--- src/rtl/multi_cycle_pkg.sv ---
// Shared types and decode helpers for the LEGv8 multi-cycle sequencer.
// Opcode patterns live in classify() so both decoder instances stay consistent.
package multi_cycle_pkg;

    typedef enum logic [2:0] {
        ST_IDLE,
        ST_FETCH,
        ST_DECODE,
        ST_EXEC,
        ST_MEM,
        ST_WB,
        ST_TRAP
    } state_t;

    typedef enum logic [3:0] {
        CLS_AND,
        CLS_ORR,
        CLS_ADD,
        CLS_SUB,
        CLS_ADDI,
        CLS_SUBI,
        CLS_MOVZ,
        CLS_B,
        CLS_CBZ,
        CLS_LDUR,
        CLS_STUR,
        CLS_ILLEGAL
    } instr_class_t;

    localparam logic [3:0] ALUOP_AND   = 4'b0000;
    localparam logic [3:0] ALUOP_ORR   = 4'b0001;
    localparam logic [3:0] ALUOP_ADD   = 4'b0010;
    localparam logic [3:0] ALUOP_SUB   = 4'b0110;
    localparam logic [3:0] ALUOP_PASSB = 4'b0111;

    localparam logic [1:0] SIGNOP_I  = 2'b00;
    localparam logic [1:0] SIGNOP_D  = 2'b01;
    localparam logic [1:0] SIGNOP_B  = 2'b10;
    localparam logic [1:0] SIGNOP_CB = 2'b11;

    function automatic instr_class_t classify(input logic [10:0] op);
        instr_class_t cls;
        casez (op)
            11'b10001010000: cls = CLS_AND;
            11'b10101010000: cls = CLS_ORR;
            11'b10001011000: cls = CLS_ADD;
            11'b11001011000: cls = CLS_SUB;
            11'b1001000100?: cls = CLS_ADDI;
            11'b1101000100?: cls = CLS_SUBI;
            11'b110100101??: cls = CLS_MOVZ;
            11'b000101?????: cls = CLS_B;
            11'b10110100???: cls = CLS_CBZ;
            11'b11111000010: cls = CLS_LDUR;
            11'b11111000000: cls = CLS_STUR;
            default:         cls = CLS_ILLEGAL;
        endcase
        return cls;
    endfunction

    function automatic logic [3:0] class_aluop(input instr_class_t cls);
        logic [3:0] op;
        case (cls)
            CLS_ORR:                              op = ALUOP_ORR;
            CLS_ADD, CLS_ADDI, CLS_LDUR, CLS_STUR: op = ALUOP_ADD;
            CLS_SUB, CLS_SUBI:                    op = ALUOP_SUB;
            CLS_MOVZ, CLS_CBZ:                    op = ALUOP_PASSB;
            default:                              op = ALUOP_AND;
        endcase
        return op;
    endfunction

    function automatic logic class_alusrc(input instr_class_t cls);
        return (cls == CLS_ADDI) || (cls == CLS_SUBI) || (cls == CLS_MOVZ) ||
               (cls == CLS_LDUR) || (cls == CLS_STUR);
    endfunction

    function automatic logic [1:0] class_signop(input instr_class_t cls);
        logic [1:0] s;
        case (cls)
            CLS_LDUR, CLS_STUR: s = SIGNOP_D;
            CLS_B:              s = SIGNOP_B;
            CLS_CBZ:            s = SIGNOP_CB;
            default:            s = SIGNOP_I;
        endcase
        return s;
    endfunction

endpackage

--- src/rtl/instr_class_decode.sv ---
// Combinational opcode-to-class decoder; unsupported encodings map to CLS_ILLEGAL.
module instr_class_decode
    import multi_cycle_pkg::*;
(
    input  logic [10:0]  opcode,
    output instr_class_t cls
);

    assign cls = classify(opcode);

endmodule

--- src/rtl/multi_cycle_control.sv ---
// LEGv8 multi-cycle sequencer: FETCH/DECODE/EXEC/MEM/WB over a shared ALU and memory port,
// with ready-based stalls, a sticky illegal-opcode trap and a retired-instruction counter.
module multi_cycle_control
    import multi_cycle_pkg::*;
#(
    parameter int CNT_W = 32
) (
    input  logic             CLK,
    input  logic             Reset,
    input  logic             run,
    input  logic             imem_ready,
    input  logic [10:0]      opcode,
    input  logic             mem_ready,
    input  logic             zero,
    output logic             ir_write,
    output logic             pc_write,
    output logic             pc_src,
    output logic             reg2loc,
    output logic             alusrc,
    output logic             mem2reg,
    output logic             regwrite,
    output logic             memread,
    output logic             memwrite,
    output logic [3:0]       aluop,
    output logic [1:0]       signop,
    output logic             busy,
    output logic             illegal,
    output logic [CNT_W-1:0] retired
);

    state_t           state_q, state_d;
    logic [10:0]      op_q;
    instr_class_t     fetch_cls, op_cls;
    logic [CNT_W-1:0] retired_q;
    logic             illegal_q;
    logic             retire, set_illegal, load_op;

    // The incoming word is classified before it is latched so a bad opcode never reaches DECODE.
    instr_class_decode u_fetch_dec (.opcode(opcode), .cls(fetch_cls));
    instr_class_decode u_op_dec    (.opcode(op_q),   .cls(op_cls));

    always_ff @(posedge CLK or posedge Reset) begin
        if (Reset) begin
            state_q   <= ST_IDLE;
            op_q      <= '0;
            retired_q <= '0;
            illegal_q <= 1'b0;
        end else begin
            state_q <= state_d;
            if (load_op)     op_q      <= opcode;
            if (retire)      retired_q <= retired_q + CNT_W'(1);
            if (set_illegal) illegal_q <= 1'b1;
        end
    end

    always_comb begin
        state_d     = state_q;
        ir_write    = 1'b0;
        pc_write    = 1'b0;
        pc_src      = 1'b0;
        reg2loc     = 1'b0;
        alusrc      = 1'b0;
        mem2reg     = 1'b0;
        regwrite    = 1'b0;
        memread     = 1'b0;
        memwrite    = 1'b0;
        aluop       = ALUOP_AND;
        signop      = SIGNOP_I;
        retire      = 1'b0;
        set_illegal = 1'b0;
        load_op     = 1'b0;

        // Register-select and immediate format stay stable for the rest of the instruction.
        if (state_q inside {ST_DECODE, ST_EXEC, ST_MEM, ST_WB}) begin
            reg2loc = (op_cls == CLS_CBZ) || (op_cls == CLS_STUR);
            signop  = class_signop(op_cls);
        end

        case (state_q)
            ST_IDLE: begin
                if (run) state_d = ST_FETCH;
            end
            ST_FETCH: begin
                if (imem_ready) begin
                    load_op = 1'b1;
                    if (fetch_cls == CLS_ILLEGAL) begin
                        set_illegal = 1'b1;
                        state_d     = ST_TRAP;
                    end else begin
                        ir_write = 1'b1;
                        pc_write = 1'b1;
                        state_d  = ST_DECODE;
                    end
                end
            end
            ST_DECODE: begin
                state_d = ST_EXEC;
            end
            ST_EXEC: begin
                aluop  = class_aluop(op_cls);
                alusrc = class_alusrc(op_cls);
                case (op_cls)
                    CLS_B: begin
                        pc_write = 1'b1;
                        pc_src   = 1'b1;
                        retire   = 1'b1;
                    end
                    CLS_CBZ: begin
                        pc_write = zero;
                        pc_src   = 1'b1;
                        retire   = 1'b1;
                    end
                    CLS_LDUR, CLS_STUR: state_d = ST_MEM;
                    default:            state_d = ST_WB;
                endcase
            end
            ST_MEM: begin
                memread  = (op_cls == CLS_LDUR);
                memwrite = (op_cls == CLS_STUR);
                if (mem_ready) begin
                    if (op_cls == CLS_LDUR) state_d = ST_WB;
                    else                    retire  = 1'b1;
                end
            end
            ST_WB: begin
                regwrite = 1'b1;
                mem2reg  = (op_cls == CLS_LDUR);
                retire   = 1'b1;
            end
            ST_TRAP: begin
                state_d = ST_TRAP;
            end
            default: state_d = ST_IDLE;
        endcase

        if (retire) state_d = run ? ST_FETCH : ST_IDLE;
    end

    assign busy    = (state_q != ST_IDLE) && (state_q != ST_TRAP);
    assign illegal = illegal_q;
    assign retired = retired_q;

endmodule

--- config.mk ---
export PLATFORM = sky130hd
export DESIGN_NAME = multi_cycle_control
export DESIGN_NICKNAME = d
export VERILOG_FILES = /design/src/rtl/multi_cycle_pkg.sv /design/src/rtl/instr_class_decode.sv /design/src/rtl/multi_cycle_control.sv
export SDC_FILE = /design/constraint.sdc
export NUM_CORES = 1
export LEC_CHECK = 0
export BUFFER_PORTS_ARGS = -buffer_cell sky130_fd_sc_hd__buf_2
export CAP_MARGIN = 20
export CORE_MARGIN = 5
export CORE_UTILIZATION = 25
export DETAILED_ROUTE_END_ITERATION = 12
export GPL_TIMING_DRIVEN = 0
export PLACE_DENSITY = 0.55
export SKIP_CTS_REPAIR_TIMING = 1
export SLEW_MARGIN = 20
export SYNTH_ARGS = -nofsm -noshare
export SYNTH_HDL_FRONTEND = slang
export SYNTH_SLANG_ARGS = --single-unit
export TNS_END_PERCENT = 20
--- constraint.sdc ---
create_clock -name CLK -period 4.03 [get_ports CLK]
set_clock_uncertainty 0.05 [all_clocks]
set_input_delay 0.6045 -clock CLK [delete_from_list [all_inputs] [get_ports CLK]]
set_output_delay 0.6045 -clock CLK [all_outputs]
set_load 0.05 [all_outputs]
==> flow_summary.yaml <==
outcome:
  status: "completed"
global_route:
  grtUsageTotal_pct: 11.9
  grt_overflow_total: 0
  grt_pass1_vias: 2734
  grt_antenna_before_repair: 1
  grt_max_degree: 31
  grt_pass1_wl_mm: 14.1
place:
  port_buffers: 64
  dpl.hpwl_mm: 6.48
  dpl_cell_area_mm2: 0.00365
  gp_congestion: 0.868
  preCtsSetupSlack_ns: -0.0635
clock_network:
  cts_root_buf: "clkbuf_16"
  clkSinkCount: 47
  worst_skew_pair.late_latency_ns: 0.29
  cts_buffer_depth: 2
  cts_tree: "built"
  clk_pin_slew_worst_paths_ns: 0.07
  htree_levels: 2
  cts_buffers: 5
detailed_routing:
  drtAntennaViolNets: 0
  drt_iter0_markers: 181
  vias_per_cell: 4.79
  wire_per_inst_um: 14.6
  remaining_drc_errors: 0
  wl_mm: 8.45
  dr_total_vias: 2772
  dr.pass1.iters: 4
yosys:
  ys_async_sr_fraction_pct: 100
  synthFlopType: "dfrtp_1"
  yosys_warnings: 0
  synth_common_cells: "nand2_1, dfrtp_1, xor2_1, nor3_1, nand3_1"
  synthesis.nets: 365
  synth_most_common_cell: "nand2_1"
  synth-edff-count: 0
  syn_inst: 340
  yosys_register_bits: 47
  synth_area_leaders: "dfrtp_1, xor2_1, nand2_1, ha_1, nor4_2"
  seq_area_frac_synth_pct: 37.9
  avgSynthCellArea_um2: 9.13
  synth.distinct_cells: 60
  syn-cell-area_mm2: 0.00310
  yosysTopAreaCell: "dfrtp_1"
  synth_top_area_share_pct: 37.9
setup_path:
  critPathBufInv: 2
  crit_path_end_kind: "output port"
  reg2reg_depth: 15
  cpMostUsedCell: "nand2_1"
  critical_path_depth: 12
  worstPathCellList: "or3_1 > nor3_1 > nand3b_1 > nand2_1 > nand2_1 > and4_1 > inv_1 > ha_1 > mux2i_1 > o21a_1 > nor2_1 > buf_2"
  cp-start-kind: "register"
  cp_max_fo: 7
  path_delay_family: "simple AND/OR/NAND/NOR gates"
  cp.required_ns: 3.38
  r2r_setup_slack_ns: 0.28
  r2r_start: "op_q[1]"
  critical_path_class: "reg2out"
  critPathMaxStageDelay_ns: 0.46
  cp-startpoint: "op_q[1]"
  slowest_stage: "dfrtp_1"
  cp.arrival_ns: 3.14
final_layout:
  drive_gt1_share_pct: 26.0
  regArea_mm2: 0.00118
  finish.utilization_pct: 31.7
  fin_area_mm2: 0.00384
  fin_nets: 435
  antennaDiodeCount: 0
  nFillCells: 1325
  multi_input_area_mm2: 0.00182
  area_growth_pct: 23.8
die:
  io_pins: 66
  die_w_um: 121
  start_util_pct: 25.6
  placementRows: 40
  die_h_um: 121
  die-area_mm2: 0.0147
  core_area_mm2: 0.0121
timing:
  slew_viol_final: 0
  max_freq_mhz: 263
  worst_pin_slew_ns: 0.628
  max-slew-margin-rel_pct: 57.9
  finalHoldViolations: 0
  hold_slack_ns: 0.255
  setup_violations: 0
  setup_slack_ns: 0.231
  period_needed_ns: 3.80
  post-route-period-util_pct: 94.3
job:
  maxCapViolCount: 0
power:
  irDropWorstVdd_mv: 0.156
  power.total_uw: 998
  p_comb_share_pct: 3.4
  power_frac_clock_pct: 49.4
  power.density_mw_per_mm2: 260
  swShare_pct: 21.9
  p_seq_share_pct: 47.2
  switchingPower_uw: 219
  leakagePower_uw: 0.00190
  p_int_uw: 779
min_path:
  hold_path.class: "in2async"
-- cells by family after synthesis --
group	Yosys count	synth area share [%]
adder cells (fa/ha/maj)	8	3.23
XOR/XNOR	31	8.75
buffers and inverters	26	3.95
multiplexers	5	1.69
AO/OA/AOI/OAI	39	9.44
flip-flops	47	37.9
AND/OR/NAND/NOR	183	34.9
other	1	0.121
-- worst reg2reg max path: cells and delay by family (launching register included) --
kind / cells / cell delay [ns]
AND/OR/NAND/NOR: 9 / 1.67
buffers and inverters: 2 / 0.44
flip-flops: 1 / 0.46
adder cells (fa/ha/maj): 1 / 0.29
XOR/XNOR: 1 / 0.15
AO/OA/AOI/OAI: 2 / 0.56
-- path summary, 6_finish.rpt --
kind,to
max in group asynchronous,retired[13]
min in group CLK,illegal
hold / removal,op_q[9]
setup / recovery,aluop[0]
hold reg to reg,illegal
setup reg to reg,retired[14]
-- area by class of cell --
cell class                      instances  share of cell area (%)
Timing Repair Buffer                   65                    8.86
Buffer                                 13                    2.02
Multi-Input combinational cell        267                    47.5
Tap cell                              168                    5.47
Inverter                               11                    1.07
Clock buffer                            5                    3.26
Clock inverter                          3                    1.24
Sequential cell                        47                    30.6
-- power groups by stage --
stage	combinational, µW	sequential, µW	clock, µW
floorplan	14.7	481	0
global placement	31.5	481	0
detailed placement	34.7	481	0
CTS	34.7	471	506
global route	39.1	471	526
finish	33.8	471	493
-- per-stage QoR --
stage | cells | TNS (ns)
floorplan | 340 | 0
global placement | 572 | -0.0750
detailed placement | 573 | -0.769
CTS | 581 | -1.38
global route | 579 | -0.00323
finish | 579 | 0
-- flip-flops by register name, summed over array words and instances, names as in the netlist --
name / count
illegal: 1
state_q: 3
op_q: 11
retired: 32
-- routing by layer --
metal	vias up	track usage (%)	wire length [µm]
met2	72	19.3	3970
met1	1327	15.5	3820
met4	2	3.01	112
li1	1358	-	-
met5	-	0	11
met3	13	3.45	537
-- cell usage in the layout (no fill, tap or decap), types with 6 or more instances in the layout --
cell type  instances
nand2_1           55
o21ai_0            6
nand4_1           14
buf_2             65
nor3b_1            7
ha_1               8
nor2b_1            6
dfrtp_1           47
a21oi_1            8
nor3_1            19
nand3_1           17
nand2b_1           6
inv_1             10
xor2_1            28
nor2_1            14
nor4_2             8
(Power assumes the default switching activity.)
